`config.mk`:
```
export PLATFORM = sky130hd
export DESIGN_NAME = svm_feature_feeder
export DESIGN_NICKNAME = d
export VERILOG_FILES = /design/src/rtl/svm_feature_feeder.sv
export SDC_FILE = /design/constraint.sdc
export NUM_CORES = 1
export LEC_CHECK = 0
export ABC_AREA = 0
export CAP_MARGIN = 20
export CORE_ASPECT_RATIO = 1.25
export CORE_UTILIZATION = 50
export CTS_BUF_LIST = sky130_fd_sc_hd__clkbuf_8
export CTS_CLUSTER_SIZE = 20
export DETAILED_ROUTE_END_ITERATION = 6
export MAX_ROUTING_LAYER = met4
export PLACE_DENSITY = 0.69
export SYNTH_ARGS = -nofsm -noshare
export SYNTH_HDL_FRONTEND = slang
export SYNTH_SLANG_ARGS = --single-unit
```
`constraint.sdc`:
```
create_clock -name iClk -period 8.8 [get_ports iClk]
set_clock_uncertainty 0.05 [all_clocks]
set_input_delay 0.88 -clock iClk [delete_from_list [all_inputs] [get_ports iClk]]
set_output_delay 0.88 -clock iClk [all_outputs]
set_load 0.03 [all_outputs]
```
`src/rtl/svm_feature_feeder.sv`:
```
// svm_feature_feeder: buffers the HOG feature stream of one detection window,
// pairs each feature with its weight from a synchronous-read ROM and presents
// each pair to the SVM classifier for a fixed PACE-cycle slot.
module svm_feature_feeder #(
   parameter int N_FEAT     = 3780,
   parameter int AW         = 12,
   parameter int FIFO_DEPTH = 16,
   parameter int PACE       = 20
) (
   input  logic          iClk,
   input  logic          iRst_n,
   input  logic          iWinStart,
   input  logic          iFeat_Valid,
   input  logic [31:0]   iFeat_Data,
   output logic          oFeat_Ready,
   output logic [AW-1:0] oRom_Addr,
   input  logic [31:0]   iRom_Data,
   output logic [31:0]   oHOG_Value,
   output logic [31:0]   oTrained_Value,
   output logic          oReady,
   output logic          oDone,
   output logic          oBusy,
   output logic          oErr
);

   localparam int FW = (FIFO_DEPTH > 1) ? $clog2(FIFO_DEPTH) : 1;
   localparam int CW = AW + 1;
   localparam int PW = (PACE > 1) ? $clog2(PACE) : 1;

   typedef enum logic [2:0] {IDLE, FETCH, WAIT, ISSUE, DONE} state_t;

   state_t        r_state;
   state_t        w_state_next;

   logic [31:0]   r_mem [FIFO_DEPTH];
   logic [FW-1:0] r_wr_ptr;
   logic [FW-1:0] r_rd_ptr;
   logic [FW:0]   r_fill;
   logic [31:0]   r_pop_data;
   logic [CW-1:0] r_push_cnt;
   logic [CW-1:0] r_count;
   logic [PW-1:0] r_slot;
   logic [AW-1:0] r_rom_addr;
   logic [31:0]   r_hog;
   logic [31:0]   r_trained;
   logic          r_err;

   logic          w_full;
   logic          w_empty;
   logic          w_in_window;
   logic          w_feat_ready;
   logic          w_push;
   logic          w_pop;
   logic          w_start;
   logic          w_slot_end;
   logic          w_last;

   // The push limit keeps a window from swallowing the next window's first words.
   assign w_full       = (r_fill == (FW+1)'(FIFO_DEPTH));
   assign w_empty      = (r_fill == '0);
   assign w_in_window  = (r_state != IDLE) && (r_state != DONE);
   assign w_feat_ready = iRst_n && !w_full && w_in_window && (r_push_cnt < CW'(N_FEAT));
   assign w_push       = iFeat_Valid && w_feat_ready;
   assign w_pop        = iRst_n && (r_state == FETCH) && !w_empty;
   assign w_start      = iWinStart && !w_in_window;
   assign w_slot_end   = (r_state == ISSUE) && (r_slot == PW'(PACE-1));
   assign w_last       = (r_count == CW'(N_FEAT-1));

   assign oFeat_Ready    = w_feat_ready;
   assign oRom_Addr      = r_rom_addr;
   assign oHOG_Value     = r_hog;
   assign oTrained_Value = r_trained;
   assign oReady         = (r_state != ISSUE);
   assign oDone          = (r_state == DONE);
   assign oBusy          = w_in_window;
   assign oErr           = r_err;

   // State register.
   always_ff @(posedge iClk) begin
      if (!iRst_n) r_state <= IDLE;
      else         r_state <= w_state_next;
   end

   // Next-state logic: one slot per feature, back to FETCH until the last one.
   always_comb begin
      w_state_next = r_state;
      case (r_state)
         IDLE, DONE: if (iWinStart) w_state_next = FETCH;
         FETCH:      if (!w_empty)  w_state_next = WAIT;
         WAIT:                      w_state_next = ISSUE;
         ISSUE:      if (w_slot_end) w_state_next = w_last ? DONE : FETCH;
         default:                   w_state_next = IDLE;
      endcase
   end

   // FIFO storage with registered read; no reset so it maps onto RAM.
   always_ff @(posedge iClk) begin
      if (w_push) r_mem[r_wr_ptr] <= iFeat_Data;
      if (w_pop)  r_pop_data      <= r_mem[r_rd_ptr];
   end

   // FIFO pointers, fill level and per-window push count.
   always_ff @(posedge iClk) begin
      if (!iRst_n || w_start) begin
         r_wr_ptr   <= '0;
         r_rd_ptr   <= '0;
         r_fill     <= '0;
         r_push_cnt <= '0;
      end else begin
         if (w_push) begin
            r_wr_ptr   <= r_wr_ptr + 1'b1;
            r_push_cnt <= r_push_cnt + 1'b1;
         end
         if (w_pop) r_rd_ptr <= r_rd_ptr + 1'b1;
         if (w_push && !w_pop)      r_fill <= r_fill + 1'b1;
         else if (!w_push && w_pop) r_fill <= r_fill - 1'b1;
      end
   end

   // Sequencer datapath: ROM address, slot timer, output pair and error flag.
   // The ROM address already equals the count while in FETCH, so the weight is
   // on iRom_Data during WAIT, alongside the popped feature.
   always_ff @(posedge iClk) begin
      if (!iRst_n) begin
         r_count    <= '0;
         r_slot     <= '0;
         r_rom_addr <= '0;
         r_hog      <= '0;
         r_trained  <= '0;
         r_err      <= 1'b0;
      end else begin
         if (iWinStart && w_in_window) r_err <= 1'b1;
         if (w_start) begin
            r_count    <= '0;
            r_rom_addr <= '0;
         end
         case (r_state)
            FETCH: if (!w_empty) r_rom_addr <= r_count[AW-1:0];
            WAIT: begin
               r_hog     <= r_pop_data;
               r_trained <= iRom_Data;
               r_slot    <= '0;
            end
            ISSUE: begin
               if (w_slot_end) begin
                  r_slot  <= '0;
                  r_count <= r_count + 1'b1;
                  if (!w_last) r_rom_addr <= r_rom_addr + 1'b1;
               end else begin
                  r_slot <= r_slot + 1'b1;
               end
            end
            default: ;
         endcase
      end
   end

endmodule
```
==> results of run 1 <==
## kinds of logic after synthesis
kind of cell,count (synthesis),share of synthesized area [%]
mux,169,14.4
fa+ha+maj,14,0.712
xor+xnor,17,0.581
flops,668,73.4
compound gates,160,3.74
buf+inv,89,1.48
simple gates,311,5.69
## worst max-delay path, cell delays in order
cell and delay, ns:
clkdlybuf4s50_1 0.77, nand2b_1 0.13, a211oi_1 0.25, o211ai_1 0.32, inv_1 0.55, nand2_1 0.21
nor3_2 0.77, buf_4 0.49
## per-layer routing
layer	global-route usage, %	wire [µm]	vias up	share of wire, %
li1	-	-	6052	-
met1	26.1	21400	6880	41
met2	34.1	26300	414	51
met3	3.68	2800	97	5.4
met4	7.55	1280	0	2.5
met5	-	0	-	0
## worst min path at each step
stage                                          from                              end  slack (ns)  cells past startpoint
finish              oTrained_Value[21]$_SDFFE_PN0P_  oTrained_Value[21]$_SDFFE_PN0P_        0.40                      2
global route        oTrained_Value[21]$_SDFFE_PN0P_  oTrained_Value[21]$_SDFFE_PN0P_        0.42                      2
CTS                 oTrained_Value[15]$_SDFFE_PN0P_  oTrained_Value[15]$_SDFFE_PN0P_        0.40                      2
detailed placement  oTrained_Value[15]$_SDFFE_PN0P_  oTrained_Value[15]$_SDFFE_PN0P_        0.40                      2
global placement     oTrained_Value[9]$_SDFFE_PN0P_   oTrained_Value[9]$_SDFFE_PN0P_        0.39                      2
floorplan               r_push_cnt[11]$_SDFFE_PP0P_      r_push_cnt[11]$_SDFFE_PP0P_        0.39                      1
## layout make-up
| class | count | area (µm²) | area share (%) |
|---|---|---|---|
| Antenna cell | 2 | 5.00 | 0.0169 |
| Clock buffer | 105 | 1450 | 4.88 |
| Clock inverter | 76 | 428 | 1.44 |
| Inverter | 16 | 60.1 | 0.203 |
| Multi-Input combinational cell | 671 | 6470 | 21.8 |
| Sequential cell | 668 | 18800 | 63.5 |
| Tap cell | 658 | 823 | 2.78 |
| Timing Repair Buffer | 160 | 1570 | 5.30 |
## power by group through the flow
stage | Clock, µW | Sequential (µW) | Combinational, µW
after floorplan | 0 | 3620 | 241
after global placement | 0 | 3580 | 463
after detailed placement | 0 | 3580 | 472
after CTS | 2420 | 3510 | 475
after global routing | 2560 | 3520 | 509
final | 2360 | 3510 | 470
## synthesized netlist by cell type (4+ instances only)
| cell type | number |
|---|---|
| a211oi_1 | 4 |
| a21oi_1 | 95 |
| a22oi_1 | 6 |
| a31oi_1 | 4 |
| and3_1 | 20 |
| buf_1 | 8 |
| buf_2 | 11 |
| clkbuf_1 | 50 |
| dfxtp_1 | 124 |
| edfxtp_1 | 544 |
| ha_1 | 13 |
| inv_1 | 15 |
| mux2i_1 | 9 |
| mux4_2 | 160 |
| nand2_1 | 172 |
| nand2b_1 | 4 |
| nand3_1 | 17 |
| nand4_1 | 8 |
| nor2_1 | 37 |
| nor2b_1 | 6 |
| nor3_1 | 9 |
| nor4_1 | 5 |
| o211ai_1 | 5 |
| o21a_1 | 5 |
| o21ai_0 | 14 |
| o31a_1 | 4 |
| o31ai_1 | 8 |
| or3_1 | 8 |
| or4_1 | 4 |
| xnor2_1 | 10 |
| xor2_1 | 7 |
## per-stage QoR
step           util [%]  cell area [µm²]  std cells  setup WS, ns  power [µW]
2_1_floorplan         -            25600       1428          4.46        3860
3_3_place_gp       54.9            27700       2172          4.11        4040
3_5_place_dp       54.9            27700       2172          3.97        4050
4_1_cts            58.6            29600       2353          4.66        6410
5_1_grt            58.6            29600       2356          4.41        6590
6_report           58.6            29600       2356          4.63        6340
## sequential cells by signal, indices dropped and copies added, names as in the netlist
| name | count |
|---|---|
| r_count | 13 |
| oErr | 1 |
| oHOG_Value | 32 |
| r_pop_data | 32 |
| r_mem | 512 |
| oRom_Addr | 12 |
| r_slot | 5 |
| oTrained_Value | 32 |
| r_wr_ptr | 4 |
| r_push_cnt | 13 |
| r_state | 3 |
| r_fill | 5 |
| r_rd_ptr | 4 |
==> impl_metrics.ini, run 1 <==
[outcome]
status = complete, no violations

[timing]
rsz0062_at_grt = false
worst_slew_pin_slew_ns = 1.12
fin_setup_tns_ns = 0
max_freq_mhz = 240
finalHoldViolCount = 0
finalSetupViolCount = 0
slew_violations = 0
worst_hold_slack_ns = 0.403
maxSlewHeadroom_pct = 25.2
min_period_ns = 4.17
fin_crit_sh_pct = 47.4

[critical_path]
crit_end = r_mem[3][6]$_DFFE_PP_
worstReg2RegEnd = r_fill[4]$_SDFFE_PP0P_
rr_startpoint = r_fill[0]$_SDFFE_PP0P_
startpoint_type = primary input
critPathLaunch = iRst_n
ff2ff_setup_slack_ns = 4.84
crit_path_end_kind = register
worstPathArrival_ns = 4.42
worstSetupPathType = in -> reg
reg2regPathDepth = 12
cp.required_ns = 9.05
cp_max_fo = 22

[final_layout]
final_common_cell = edfxtp_1
drive_gt1_share_pct = 19.5
nFillCells = 3683
fin_nets = 1697
syn2layout_area_growth_pct = 15.6
final_cell_mix = 544 x edfxtp_1, 172 x nand2_1, 160 x mux4_2

[route]
via_count = 13400
ant_nets = 0
wl_per_cell_um = 22.0
dr.pass1.iters = 5
drt-total-wl_um = 51800
routed_via_density = 5.71
route.detailed.drc = 0
drtIter0Drc = 1064

[placement]
gp_congestion = 0.832
dp_hpwl_um = 29200
io_buffers = 148

[clock_network]
ctsResizeCount = 0
ctsHoldBuffers = 0
cts-root-buf = clkbuf_8
cts_buffers = 98
htree_levels = 3
post_cts.repair.setup_buffers = 0
path_clk_slew_ns = 0.05
clock_latency_ns = 0.67
cts_tree = built
clock-sinks = 668
cts_buffer_depth = 3

[global_route]
antenna_found_initial = 2
grt_max_degree = 87
grt_pass1_vias = 13600
grtUsageTotal_pct = 20.8
grt_pass1_wl_um = 78800
overflow = 0

[synth]
synth_area_leaders = edfxtp_1 64%, mux4_2 14%, dfxtp_1 9.7%
async_flop_share_pct = 0
synthesis.instances = 1428
mappedNetlistArea_mm2 = 0.0256
avgSynthCellArea_um2 = 18.0
synth.net_count = 1510
yosysWarnings = 0
yosys.area.top_type = edfxtp_1
ys_ff_latch = 668
ys_seq_area_share_pct = 73.4
synth_edf_count = 544
ys_types = 65
yosysTopAreaCellShare_pct = 63.7
ys.flop_type = edfxtp_1

[power_and_ir_drop]
combPwrFrac_pct = 7.4
ir_worst_vdd_uv = 131
power.leakage_uw = 0.00925
p_int_uw = 4880
pwr-share-seq_pct = 55.4
switching_share_pct = 23.1
power_switching_uw = 1460
pwr-share-clk_pct = 37.2
power.density_mw_per_mm2 = 214

[die]
core.rowCount = 92
start_util_pct = 50.7
core-area_mm2 = 0.0505
die_w_um = 205
die-height_um = 255
dieArea_mm2 = 0.0522
ioPinCount = 149

[flow_run]
max_cap_violations = 0

[min_path]
hold_path.class = reg -> reg
(Power assumes the default switching activity.)
==> run 2, diff against run 1 <==
--- a/config.mk
+++ b/config.mk
@@ -13,7 +13,7 @@
 export CTS_CLUSTER_SIZE = 20
 export DETAILED_ROUTE_END_ITERATION = 6
 export MAX_ROUTING_LAYER = met4
-export PLACE_DENSITY = 0.69
+export PLACE_DENSITY = 0.71
 export SYNTH_ARGS = -nofsm -noshare
 export SYNTH_HDL_FRONTEND = slang
 export SYNTH_SLANG_ARGS = --single-unit
==> constraint.sdc (replaced) <==
create_clock -name iClk -period 3.7 [get_ports iClk]
set_clock_uncertainty 0.05 [all_clocks]
set_input_delay 0.37 -clock iClk [delete_from_list [all_inputs] [get_ports iClk]]
set_output_delay 0.37 -clock iClk [all_outputs]
set_load 0.03 [all_outputs]
==> run 2 against run 1 <==
Net effect:
- design area grew 1.4%
- setup slack worse by 4.2 ns
- routed wire length up 2.2%
- global-route usage grew 0.62 points
- total power is 140% higher
- via count grew 1.3%
==> impl_metrics.ini, run 2 (same netlist as run 1, synthesis figures left out) <==
[outcome]
status = complete, no violations

[global_route]
grt_pass1_vias = 14100
grt_max_degree = 86
antenna_found_initial = 3
grt_pass1_wl_um = 80600
grtUsageTotal_pct = 21.4
overflow = 0

[route]
dr.pass1.iters = 5
highest_layer = met4
met2_length_um = 27500
wl_met3_um = 2850
via_count = 13600
route.detailed.drc = 0
routed_via_density = 5.72
drtIter0Drc = 907
ant_nets = 0
wl_per_cell_um = 22.2
wl_met1_um = 21300
drt-total-wl_um = 52900

[power_and_ir_drop]
power.density_mw_per_mm2 = 505
power.leakage_uw = 0.00942
ir_worst_vdd_uv = 270

[critical_path]
crit_end = r_fill[4]$_SDFFE_PP0P_
startpoint_type = register
rr_startpoint = r_fill[0]$_SDFFE_PP0P_
worstPathArrival_ns = 3.83
cp.required_ns = 4.25
crit_path_end_kind = register
critPathLaunch = r_fill[0]$_SDFFE_PP0P_
worstSetupPathType = reg -> reg
cp_max_fo = 5
worstReg2RegEnd = r_fill[4]$_SDFFE_PP0P_
reg2regPathDepth = 12
ff2ff_setup_slack_ns = 0.43

[die]
dieArea_mm2 = 0.0522
start_util_pct = 50.7
ioPinCount = 149
die_w_um = 205
core-area_mm2 = 0.0505
die-height_um = 255
core.rowCount = 92

[min_path]
worstHoldPathCells = 3
hold_path.class = in -> reg

[flow_run]
max_cap_violations = 0

[timing]
rsz0062_at_grt = false
max_freq_mhz = 306
setup_ws_ns = 0.427
fin_setup_tns_ns = 0
min_period_ns = 3.27
slew_violations = 0
worst_slew_pin_slew_ns = 1.07
finalHoldViolCount = 0
fin_crit_sh_pct = 88.5
maxSlewHeadroom_pct = 28.5
finalSetupViolCount = 0

[final_layout]
syn2layout_area_growth_pct = 17.2
top_register = r_mem
final_cell_mix = 544 x edfxtp_1, 172 x nand2_1, 160 x mux4_2
fin_nets = 1722
drive_gt1_share_pct = 21.4
final_common_cell = edfxtp_1
largest_reg_flops = 512
nFillCells = 3708

[clock_network]
ctsHoldBuffers = 0
cts-root-buf = clkbuf_8
htree_levels = 3
path_clk_slew_ns = 0.07
cts_tree = built
clock-sinks = 668
clock_latency_ns = 0.67
cts_buffer_depth = 3
ctsResizeCount = 0
cts_buffers = 99
post_cts.repair.setup_buffers = 0

[placement]
gp_congestion = 0.797
place_ws_ns = 0.417
dp_hpwl_um = 29500
io_buffers = 148
[run 2: per-layer routing]
metal	GRT usage [%]	vias up
met2	36.3	436
met3	3.40	95
li1	-	6116
met5	-	-
met4	8.53	0
met1	25.7	6973
[run 2: through the flow]
step	hold WS [ns]	cells	area, µm²	utilization [%]	power [µW]
2_1_floorplan	0.391	1428	25600	-	9170
3_5_place_dp	0.396	2196	28100	55.6	9650
5_1_grt	0.177	2382	30100	59.5	15800
6_report	0.201	2382	30100	59.5	15200
4_1_cts	0.145	2378	30000	59.5	15400
3_3_place_gp	0.391	2196	28100	55.6	9620
[run 2: worst max-delay path, stage by stage, from the launching register on]
cell      delay [ns]
dfxtp_1         0.35
nor4_1          0.67
a211oi_1        0.20
o211ai_1        0.17
inv_1           0.09
ha_1            0.25
inv_1           0.12
ha_1            0.27
nor2b_1         0.16
o21a_1          0.18
or3_1           0.31
a21oi_1         0.19
mux2i_1         0.20
[run 2: worst min path at each step]
stage | from | end | slack, ns
floorplan | r_push_cnt[11]$_SDFFE_PP0P_ | r_push_cnt[11]$_SDFFE_PP0P_ | 0.39
global placement | oTrained_Value[5]$_SDFFE_PN0P_ | oTrained_Value[5]$_SDFFE_PN0P_ | 0.39
detailed placement | oTrained_Value[17]$_SDFFE_PN0P_ | oTrained_Value[17]$_SDFFE_PN0P_ | 0.40
CTS | iRom_Data[5] | oTrained_Value[5]$_SDFFE_PN0P_ | 0.14
global route | iRom_Data[29] | oTrained_Value[29]$_SDFFE_PN0P_ | 0.18
finish | iRom_Data[5] | oTrained_Value[5]$_SDFFE_PN0P_ | 0.20
[run 2: area by class of cell]
type | instances | area [µm²] | share of cell area, %
diodes | 3 | 7.51 | 0.0250
well taps | 658 | 823 | 2.74
multi-input cells | 671 | 6480 | 21.6
inverters | 16 | 60.1 | 0.200
clock buffers | 113 | 1560 | 5.17
clock inverters | 69 | 380 | 1.27
repair buffers | 184 | 1930 | 6.41
flip-flops and latches | 668 | 18800 | 62.6
[run 2: power breakdown]
part	internal, µW	switching (µW)
clock	2950	2750
sequential	8260	93.7
combinational	459	675
==> run 3, diff against run 2 <==
--- a/config.mk
+++ b/config.mk
@@ -5,7 +5,7 @@
 export SDC_FILE = /design/constraint.sdc
 export NUM_CORES = 1
 export LEC_CHECK = 0
-export ABC_AREA = 0
+export ABC_AREA = 1
 export CAP_MARGIN = 20
 export CORE_ASPECT_RATIO = 1.25
 export CORE_UTILIZATION = 50
==> run 3 against run 2 <==
Net effect:
- setup slack better by 0.41 ns
- clock power fell by 1%
- die area rose by 4.8%
- largest power group unchanged
- routed wire length rose by 21%
- sequential power up 2%
- core utilization down 0.64 points
- register-to-register slack improved by 0.43 ns
- synthesized area increased by 4.9%
- sequential share of layout area decreased by 2.2 points
- flip-flop and latch count did not move
==> impl_metrics.ini, run 3 <==
[outcome]
status = complete, no violations

[clock_network]
clock-sinks = 668
cts-root-buf = clkbuf_8
cts_tree = built
htree_levels = 3
clock_latency_ns = 0.70
cts_buffer_depth = 3
path_clk_slew_ns = 0.07
post_cts.repair.setup_buffers = 0
ctsResizeCount = 0
cts_buffers = 99

[critical_path]
worstPathArrival_ns = 2.44
worstSetupPathType = reg -> out
crit_path_end_kind = output port
cp_max_fo = 5
reg2regPathDepth = 10
worstReg2RegEnd = r_mem[10][21]$_DFFE_PP_
startpoint_type = register
cp.required_ns = 3.28
ff2ff_setup_slack_ns = 0.86
rr_startpoint = r_state[0]$_SDFFE_PN0P_

[final_layout]
fin_util_pct = 58.9
stdcell_area_mm2 = 0.0311
nFillCells = 4260
syn2layout_area_growth_pct = 15.8
fin_nets = 2632
final_cell_mix = 581 x nor2_1, 544 x edfxtp_1, 355 x o21ai_0
drive_gt1_share_pct = 7.79
final_common_cell = nor2_1
largest_reg_flops = 512
top_register = r_mem

[die]
core.rowCount = 94
ioPinCount = 149
start_util_pct = 50.8
die_w_um = 209
dieArea_mm2 = 0.0547
die-height_um = 261
core-area_mm2 = 0.0529

[placement]
placed_area_mm2 = 0.0292
io_buffers = 148
gp_congestion = 0.927
dp_hpwl_um = 40000
place_ws_ns = 0.849

[route]
dr.pass1.iters = 5
routed_via_density = 5.61
wl_per_cell_um = 19.4
drtIter0Drc = 1720
route.detailed.drc = 0
via_count = 18500
ant_nets = 0
drt-total-wl_um = 64000

[synth]
synth_common_cells = 597 x nor2_1, 544 x edfxtp_1, 355 x o21ai_0
synthesis.instances = 2398
yosys.area.top_type = edfxtp_1
mappedNetlistArea_mm2 = 0.0269
yosysTopAreaCellShare_pct = 60.7
ys.flop_type = edfxtp_1
synth.net_count = 2480
yosysWarnings = 0
synth_edf_count = 544
yosysMostFrequentCell = nor2_1
avgSynthCellArea_um2 = 11.2
ys_ff_latch = 668
ys_seq_area_share_pct = 70.0
synth_area_leaders = edfxtp_1 61%, dfxtp_1 9.2%, nor2_1 8.3%
async_flop_share_pct = 0
ys_types = 32

[power_and_ir_drop]
ir_worst_vdd_uv = 307
power.leakage_uw = 0.0105
power.density_mw_per_mm2 = 529

[timing]
setup_ws_ns = 0.839
finalHoldViolCount = 0
min_period_ns = 2.86
worst_hold_slack_ns = 0.210
maxSlewHeadroom_pct = 5.76
max_freq_mhz = 350
rsz0062_at_grt = false
fin_crit_sh_pct = 77.3
fin_setup_tns_ns = 0
finalSetupViolCount = 0
worst_slew_pin_slew_ns = 1.41
slew_violations = 0

[global_route]
antenna_found_initial = 1
grt_pass1_vias = 17900
grt_pass1_wl_um = 99500
grt_max_degree = 261
grtUsageTotal_pct = 24.3
overflow = 0

[min_path]
min_from = iRom_Data[13]
worstHoldPathCells = 3
hold_path.class = in -> reg
min_to = oTrained_Value[13]$_SDFFE_PN0P_

[flow_run]
max_cap_violations = 0
[run 3: what timing repair did]
| action | CTS | global route |
|---|---|---|
| endpoints found under the hold margin | 2 | 0 |
| hold buffers | 1 | 0 |
| endpoints found under the setup margin | 0 | 0 |
[run 3: worst max path at each step]
stage,startpoint,end,slack [ns],depth (start not counted)
final,r_state[0]$_SDFFE_PN0P_,oFeat_Ready,0.84,7
after floorplan,r_state[1]$_SDFFE_PN0P_,r_mem[0][0]$_DFFE_PP_,0.58,9
after global placement,iFeat_Valid,r_mem[9][23]$_DFFE_PP_,0.86,7
after detailed placement,iFeat_Valid,r_mem[10][21]$_DFFE_PP_,0.85,7
after CTS,r_state[0]$_SDFFE_PN0P_,oFeat_Ready,0.79,7
after global routing,r_state[0]$_SDFFE_PN0P_,r_fill[4]$_SDFFE_PP0P_,0.60,17
[run 3: logic make-up after synthesis]
family,Yosys count,share of synthesized area [%]
flops,668,70.0
simple gates,908,13.3
buf+inv,212,3.32
compound gates,572,11.9
xor+xnor,24,0.782
fa+ha+maj,14,0.679
[run 3: final cells by class]
cell class                      instances  area (µm²)  area share (%)
Antenna cell                            1        2.50         0.00803
Clock buffer                          104        1430            4.60
Clock inverter                         80         438            1.41
Inverter                               72         275           0.884
Multi-Input combinational cell       1518        7310            23.5
Sequential cell                       668       18800            60.4
Tap cell                              672         841            2.70
Timing Repair Buffer                  191        2030            6.51
[run 3: through the flow]
stage                     total power (µW)  instances
after detailed placement             11000       3119
after floorplan                      10000       2398
after global placement               10900       3119
after global routing                 17100       3306
after CTS                            16600       3304
final                                16500       3306
[run 3: where the power goes]
group          internal, µW  switching (µW)
Combinational           742            1560
Sequential             8380             155
Clock                  2830            2800
Total                 12000            4510
[run 3: worst max-delay path, stage by stage, from the launching register on]
cell             delay (ns)
dfxtp_1                0.43
nor2_1                 0.12
inv_2                  0.11
nand3_1                0.08
nor2_1                 0.10
nand2_1                0.08
inv_1                  0.13
clkdlybuf4s50_1        0.70
[run 3: routing by layer]
| layer | global-route usage, % | wire length, µm | vias to the layer above |
|---|---|---|---|
| li1 | - | - | 8793 |
| met1 | 31.1 | 27200 | 8934 |
| met2 | 38.8 | 30500 | 706 |
| met3 | 4.52 | 4710 | 101 |
| met4 | 8.78 | 1630 | 0 |
| met5 | - | 0 | - |
